**src/rtl/alu_rs.sv**
```systemverilog
// Reservation station for the integer ALU: holds dispatched micro-ops until
// both operands are valid, snoops the CDB, and issues one ready op per cycle.
module alu_rs #(
  parameter int RS_SIZE = 8,
  parameter int OP_W    = 6,
  parameter int XLEN    = 32,
  parameter int TAG_W   = 4
) (
  input  logic             clk,
  input  logic             rst_n,
  input  logic             flush,
  input  logic             in_ena,
  input  logic [OP_W-1:0]  in_op,
  input  logic [XLEN-1:0]  in_A,
  input  logic [XLEN-1:0]  in_B,
  input  logic             in_A_ready,
  input  logic             in_B_ready,
  input  logic [TAG_W-1:0] in_A_tag,
  input  logic [TAG_W-1:0] in_B_tag,
  input  logic [TAG_W-1:0] in_rob_tag,
  input  logic [XLEN-1:0]  in_pc,
  input  logic [XLEN-1:0]  in_imm,
  input  logic             cdb_valid,
  input  logic [TAG_W-1:0] cdb_tag,
  input  logic [XLEN-1:0]  cdb_data,
  output logic             rs_full,
  output logic             alu_ena,
  output logic [OP_W-1:0]  alu_op,
  output logic [XLEN-1:0]  alu_A,
  output logic [XLEN-1:0]  alu_B,
  output logic [TAG_W-1:0] alu_rob_tag,
  output logic [XLEN-1:0]  alu_pc,
  output logic [XLEN-1:0]  alu_imm
);

  localparam int IDX_W = (RS_SIZE > 1) ? $clog2(RS_SIZE) : 1;

  logic [RS_SIZE-1:0] busy;
  logic [RS_SIZE-1:0] rj;
  logic [RS_SIZE-1:0] rk;
  logic [RS_SIZE-1:0] ready;
  logic [OP_W-1:0]    op_q  [RS_SIZE];
  logic [XLEN-1:0]    vj    [RS_SIZE];
  logic [XLEN-1:0]    vk    [RS_SIZE];
  logic [TAG_W-1:0]   qj    [RS_SIZE];
  logic [TAG_W-1:0]   qk    [RS_SIZE];
  logic [TAG_W-1:0]   rob_q [RS_SIZE];
  logic [XLEN-1:0]    pc_q  [RS_SIZE];
  logic [XLEN-1:0]    imm_q [RS_SIZE];

  logic             sel_vld;
  logic [IDX_W-1:0] sel_idx;
  logic [IDX_W-1:0] free_idx;
  logic             a_byp;
  logic             b_byp;

  assign ready   = busy & rj & rk;
  assign rs_full = &busy;

  // Scanning from the top down leaves the lowest matching index in place.
  always_comb begin
    sel_vld  = |ready;
    sel_idx  = '0;
    free_idx = '0;
    for (int unsigned i = RS_SIZE; i > 0; i--) begin
      if (ready[i-1]) sel_idx = IDX_W'(i - 1);
      if (!busy[i-1]) free_idx = IDX_W'(i - 1);
    end
    a_byp = cdb_valid && !in_A_ready && (cdb_tag == in_A_tag);
    b_byp = cdb_valid && !in_B_ready && (cdb_tag == in_B_tag);
  end

  always_ff @(posedge clk or negedge rst_n) begin
    if (!rst_n) begin
      busy        <= '0;
      rj          <= '0;
      rk          <= '0;
      alu_ena     <= 1'b0;
      alu_op      <= '0;
      alu_A       <= '0;
      alu_B       <= '0;
      alu_rob_tag <= '0;
      alu_pc      <= '0;
      alu_imm     <= '0;
      for (int unsigned i = 0; i < RS_SIZE; i++) begin
        op_q[i]  <= '0;
        vj[i]    <= '0;
        vk[i]    <= '0;
        qj[i]    <= '0;
        qk[i]    <= '0;
        rob_q[i] <= '0;
        pc_q[i]  <= '0;
        imm_q[i] <= '0;
      end
    end else if (flush) begin
      busy    <= '0;
      alu_ena <= 1'b0;
    end else begin
      alu_ena <= sel_vld;
      if (sel_vld) begin
        alu_op        <= op_q[sel_idx];
        alu_A         <= vj[sel_idx];
        alu_B         <= vk[sel_idx];
        alu_rob_tag   <= rob_q[sel_idx];
        alu_pc        <= pc_q[sel_idx];
        alu_imm       <= imm_q[sel_idx];
        busy[sel_idx] <= 1'b0;
      end
      for (int unsigned i = 0; i < RS_SIZE; i++) begin
        if (busy[i] && cdb_valid && !rj[i] && (qj[i] == cdb_tag)) begin
          vj[i] <= cdb_data;
          rj[i] <= 1'b1;
        end
        if (busy[i] && cdb_valid && !rk[i] && (qk[i] == cdb_tag)) begin
          vk[i] <= cdb_data;
          rk[i] <= 1'b1;
        end
      end
      // The free slot is never busy, so it cannot collide with wakeup or issue.
      if (in_ena && !rs_full) begin
        busy[free_idx]  <= 1'b1;
        op_q[free_idx]  <= in_op;
        vj[free_idx]    <= a_byp ? cdb_data : in_A;
        vk[free_idx]    <= b_byp ? cdb_data : in_B;
        rj[free_idx]    <= in_A_ready | a_byp;
        rk[free_idx]    <= in_B_ready | b_byp;
        qj[free_idx]    <= in_A_tag;
        qk[free_idx]    <= in_B_tag;
        rob_q[free_idx] <= in_rob_tag;
        pc_q[free_idx]  <= in_pc;
        imm_q[free_idx] <= in_imm;
      end
    end
  end

endmodule
```
**config.mk**
```make
export PLATFORM = sky130hd
export DESIGN_NAME = alu_rs
export DESIGN_NICKNAME = d
export VERILOG_FILES = /design/src/rtl/alu_rs.sv
export SDC_FILE = /design/constraint.sdc
export NUM_CORES = 2
export LEC_CHECK = 0
export ABC_AREA = 1
export CORE_ASPECT_RATIO = 1.25
export CORE_MARGIN = 2
export CORE_UTILIZATION = 45
export DETAILED_ROUTE_END_ITERATION = 8
export PLACE_DENSITY_LB_ADDON = 0.12
export RECOVER_POWER = 25
export REMOVE_ABC_BUFFERS = 1
export SYNTH_ARGS = -nofsm -noshare
export SYNTH_HDL_FRONTEND = slang
export SYNTH_SLANG_ARGS = --single-unit
```
**constraint.sdc**
```tcl
create_clock -name clk -period 4.63 [get_ports clk]
set_input_delay 1.389 -clock clk [delete_from_list [all_inputs] [get_ports clk]]
set_output_delay 1.389 -clock clk [all_outputs]
set_load 0.005 [all_outputs]
```
; After elaboration in Yosys (flattened, before gate mapping)
; Cells that the tools add are included.
[classes]
n_eq_ne = 18
n_lt_le_gt_ge = 7
n_reduce_logical = 71
n_bitwise = 10
n_mux = 129
[op_table]
columns = operator, count
row1 = 32-bit 2-to-1 mux, 43
row2 = 256-bit bitwise mux, 4
row3 = 256-bit 2-to-1 mux, 2
row4 = 32-bit binary-select mux with 3-bit select, 4
row5 = 32-bit bitwise mux, 3
row6 = 32-bit demux with 3-bit select, 1
row7 = 4-bit equality test, 18
row8 = 48-bit bitwise mux, 1
row9 = 1-bit logical AND, 48
row10 = 3-bit 2-to-1 mux, 16
row11 = 8-bit 2-to-1 mux, 6
row12 = 1-bit 2-to-1 mux, 35
row13 = 8-bit bitwise AND, 3
row14 = 1-bit logical NOT, 19
row15 = 6-bit binary-select mux with 3-bit select, 1
row16 = 6-bit demux with 3-bit select, 1
row17 = 6-bit 2-to-1 mux, 3
row18 = 8-bit bitwise mux, 2
row19 = 4-bit binary-select mux with 3-bit select, 1
row20 = 4-bit demux with 3-bit select, 1
row21 = 4-bit 2-to-1 mux, 3
row22 = 4-bit greater-or-equal comparator (second input constant), 2
row23 = 3-bit by 4-bit < comparator with 1-bit output (second input constant), 2
row24 = 3-bit NOT with 4-bit output, 2
row25 = 10 further kinds, 14
[totals]
out_inout_bits = 140
ff_bits = 1331

; Logic depth before layout (Yosys ltp)
[depth]
ltp_word = 21
mapped_depth = 16

; Least setup slack after synthesis
; Ideal clock, no wire load.
[synth_timing]
path_type = input -> register
startpoint = input port cdb_tag[3]
endpoint = register vk[255] (netlist name)
cell_stages = 10
setup_slack_ns = 1.578
required_ns = 4.495
arrival_time_ns = 2.917
path_cell_list = buf_4 buf_6 a211oi_1 nand3_1 buf_2 buf_2 o21ai_1 nand2_1 nand3_1 o21ai_0
[synth_via]
elab_chain_cells = 6
word_cells_on_any_way = 9
classes_between = 2 x eq/ne / 5 x mux / 2 x reduce/logical
[synth_lines]
columns = element, line_no
row1 = from (decl), 24  ; input logic [TAG_W-1:0] cdb_tag,
row2 = 4-bit equality test, 114  ; if (busy[i] && cdb_valid && !rk[i] && (qk[i] == cdb_tag)) begin
row3 = 1-bit logical AND, 114
row4 = 32-bit 2-to-1 mux, 114
row5 = 32-bit 2-to-1 mux, 95  ; end else if (flush) begin
row6 = 256-bit bitwise mux, 124  ; vk[free_idx] <= b_byp ? cdb_data : in_B;
row7 = 256-bit 2-to-1 mux *, 120  ; if (in_ena && !rs_full) begin
row8 = "to (signal, indexed assignment)", 115  ; vk[i] <= cdb_data;
row9 = "to (signal, indexed assignment)", 124
row10 = to (decl), 44  ; logic [XLEN-1:0] vk [RS_SIZE];
; Mark *: on every way between the ends. The rest lies on a longest branch, timed or not. The select of a mux whose other input is x is not followed.
; A chain may end at the register's enable or synchronous reset.

; Worst setup path in the final report
[layout_timing]
startpoint = register busy[6]
endpoint = output port rs_full
[layout_via]
elab_chain_cells = 1
[layout_lines]
columns = element, line_no
row1 = from (decl), 38  ; logic [RS_SIZE-1:0] busy;
row2 = from (signal assigned), 75  ; busy <= '0;
row3 = from (signal assigned), 96  ; busy <= '0;
row4 = "from (signal, indexed assignment)", 107  ; busy[sel_idx] <= 1'b0;
row5 = 8-bit AND reduction, 58  ; assign rs_full = &busy;
row6 = to (decl), 26  ; output logic rs_full,
; No other way between the ends.

==> flow_summary.json <==
{
  "status": "finished with violations",
  "violations": "max-capacitance violations, max-slew violations",
  "synth_top_family_by_area": "simple AND/OR/NAND/NOR gates",
  "grt_antenna_before_repair": 12,
  "fin_crit_sh_pct": 90.6,
  "path_buf_inv": 2,
  "finish.utilization_pct": 51.8,
  "floorplan.initialDensity_pct": 45.3,
  "setup_ws_ps": 433,
  "yosysSeqAreaShare_pct": 45.4,
  "drive_gt1_share_pct": 5.65,
  "cts_htree_levels": 4,
  "tritoncts": "yes",
  "crit_slowest_cell": "clkdlybuf4s50_1",
  "routabilityCongestion": 0.933,
  "grt_max_degree": 196,
  "vias": 74167,
  "synth_area_mm2": 0.0733,
  "worst_skew_pair.late_latency_ps": 840,
  "final_common_cell": "nand2_1",
  "power_density_mw_per_mm2": 421,
  "crit_type": "flop to primary output",
  "startpoint_type": "flop",
  "synth_cells": 10301,
  "peakVddDrop_uv": 449,
  "crit_chain": "nand2_1 > nor2_2 > inv_2 > nor2_1 > clkdlybuf4s50_1",
  "path_delay_family": "simple AND/OR/NAND/NOR gates",
  "drt-wirelength-per-cell_um": 23.1,
  "final-setup-viol-count": 0,
  "final_cell_mix": "nand2_1 (3122), nand3_1 (1664), dfrtp_1 (1331), o21ai_0 (921), inv_1 (740)",
  "synthMuxAreaShare_pct": 0,
  "finalMaxSlewViolations": 308,
  "portBuffers": 328,
  "p_leak_uw": 0.0418,
  "yosys.area_share.adder_pct": 0,
  "dr.pass1.iters": 9,
  "finalCriticalPeriod_ps": 4200,
  "multi_input_area_mm2": 0.0339,
  "die-area_mm2": 0.166,
  "initialDrtViolationCount": 9794,
  "syn_area_per_cell_um2": 7.11,
  "rsz0062_at_grt": "false",
  "hp-class": "flop to flop",
  "switchingPower_uw": 11100,
  "tns_ps": 0,
  "viasPerCell": 5.93,
  "wl_um": 289000,
  "num_io_pins": 329,
  "dp_hpwl_um": 158000,
  "nFillCells": 15954,
  "dieHeight_um": 455,
  "p_int_uw": 24300,
  "core_area_mm2": 0.162,
  "cts_resized": 0,
  "dieWidth_um": 365,
  "p_seq_share_pct": 41.8,
  "cts.path.max_buffers": 3,
  "area_growth_pct": 14.5,
  "required_ps": 3240,
  "clock_sinks": 1331,
  "cp_max_fo": 6,
  "max_stage_delay_ps": 640,
  "path_clk_slew_ps": 60,
  "endpoint_kind": "primary output",
  "grt_pass1_vias": 69853,
  "pwr-share-clk_pct": 35.5,
  "synth_cell_types": 45,
  "antenna_left": 0,
  "clock-skew-final_ps": 34.6,
  "synth_compound_area_share_pct": 10.2,
  "rows": 165,
  "cts_inserted_buffers": 149,
  "yosys.area_share.simple_pct": 35.1,
  "cts.hold.buffers_added": 0,
  "p_comb_share_pct": 22.6,
  "cts-root-buf": "clkbuf_16",
  "maxCapViolCount": 5,
  "worst_pin_slew_ps": 2340,
  "ff_latch_area_mm2": 0.0333,
  "switching_share_pct": 31.3,
  "globalRouteOverflowTotal": 0,
  "place_ws_ps": 362,
  "relSlewSlack_pct": -56.3,
  "grt_pass1_wl_um": 437000,
  "cp_data_arrival_time_ps": 2810,
  "max_freq_ghz": 0.238,
  "grtUsageTotal_pct": 34.3,
  "final_nets": 10403,
  "synth-xor-area-share_pct": 0.466,
  "postCtsSetupRepairBufs": 0,
  "yosysWarnings": 0,
  "final_hold_viol_count": 0,
  "drc": 0,
  "yosys_register_bits": 1331
}
==> cell families after synthesis <==
logic type             count (synthesis)
AO/OA/AOI/OAI                       1454
flip-flops                          1331
XOR/XNOR                              39
buffers and inverters               1593
AND/OR/NAND/NOR                     5884
==> stage by stage <==
step                power [µW]  cells  area (µm²)  hold WS [ps]
floorplan                19400   9468       69700           444
global placement         22700  12234       79000           457
detailed placement       22900  12234       79000           463
CTS                      35500  12502       84100           478
global route             37200  12503       83900           490
finish                   35300  12505       83900           476
==> routing by layer <==
| layer | global-route usage, % | share of wire, % | wire length, µm | vias to the layer above |
|---|---|---|---|---|
| li1 | - | - | - | 33453 |
| met5 | 0 | 0.052 | 149 | - |
| met3 | 6.72 | 10 | 30200 | 993 |
| met1 | 45.1 | 39 | 113000 | 35336 |
| met4 | 17.2 | 5.5 | 15800 | 20 |
| met2 | 54.0 | 45 | 130000 | 4365 |
==> power by group through the flow <==
stage	Clock (µW)	Sequential, µW	Combinational [µW]
finish	12500	14800	8000
global route	13200	15000	8990
CTS	12700	14800	7980
detailed placement	0	15000	7930
global placement	0	14900	7770
floorplan	0	14700	4640
==> worst min-delay path, cell delays in order (launching register included) <==
cell	delay (ps)
dfrtp_1	330
nand2_1	50
o21ai_0	60
==> state kept, by name, summed over array words and instances, names as in the netlist, 48 cells and up <==
signal	cells
vk	256
imm_q	256
vj	256
pc_q	256
op_q	48
==> cell usage after synthesis (all sizes together) <==
master,number,area [µm²]
a211oi,2,15.0
a21oi,134,674
a31oi,1,6.26
buf,308,1570
clkbuf,525,1970
clkinv,1,3.75
dfrtp,1331,33300
inv,759,2850
nand2,3139,11800
nand3,1678,8400
nand3b,148,1110
nand4,277,1730
nor2,606,2310
nor3,18,150
nor3b,5,53.8
nor4,9,123
nor4b,1,23.8
o2111ai,1,8.76
o211ai,74,556
o21ai,1227,6150
o21bai,1,7.51
o22ai,13,81.3
o31ai,1,7.51
or2,3,18.8
xnor2,14,123
xor2,25,219
==> final timing paths <==
kind	to	startpoint	cells past startpoint	slack (ps)
worst min-delay path	imm_q[243]	imm_q[243]	2	480
max in group asynchronous	vk[129]	rst_n	2	720
worst max register to register	vk[128]	busy[6]	10	1070
worst min register to register	imm_q[243]	imm_q[243]	2	480
worst max-delay path	rs_full	busy[6]	5	430
min in group asynchronous	alu_A[25]	rst_n	1	1270
==> final cells by class <==
cell class | instances | area share, %
Sequential cell | 1331 | 39.7
Timing Repair Buffer | 595 | 7.13
Antenna cell | 3 | 0.00895
Multi-Input combinational cell | 7377 | 40.4
Clock inverter | 39 | 0.659
Tap cell | 2171 | 3.24
Clock buffer | 229 | 5.42
Inverter | 760 | 3.42
Power figures use the tool's default switching activity.
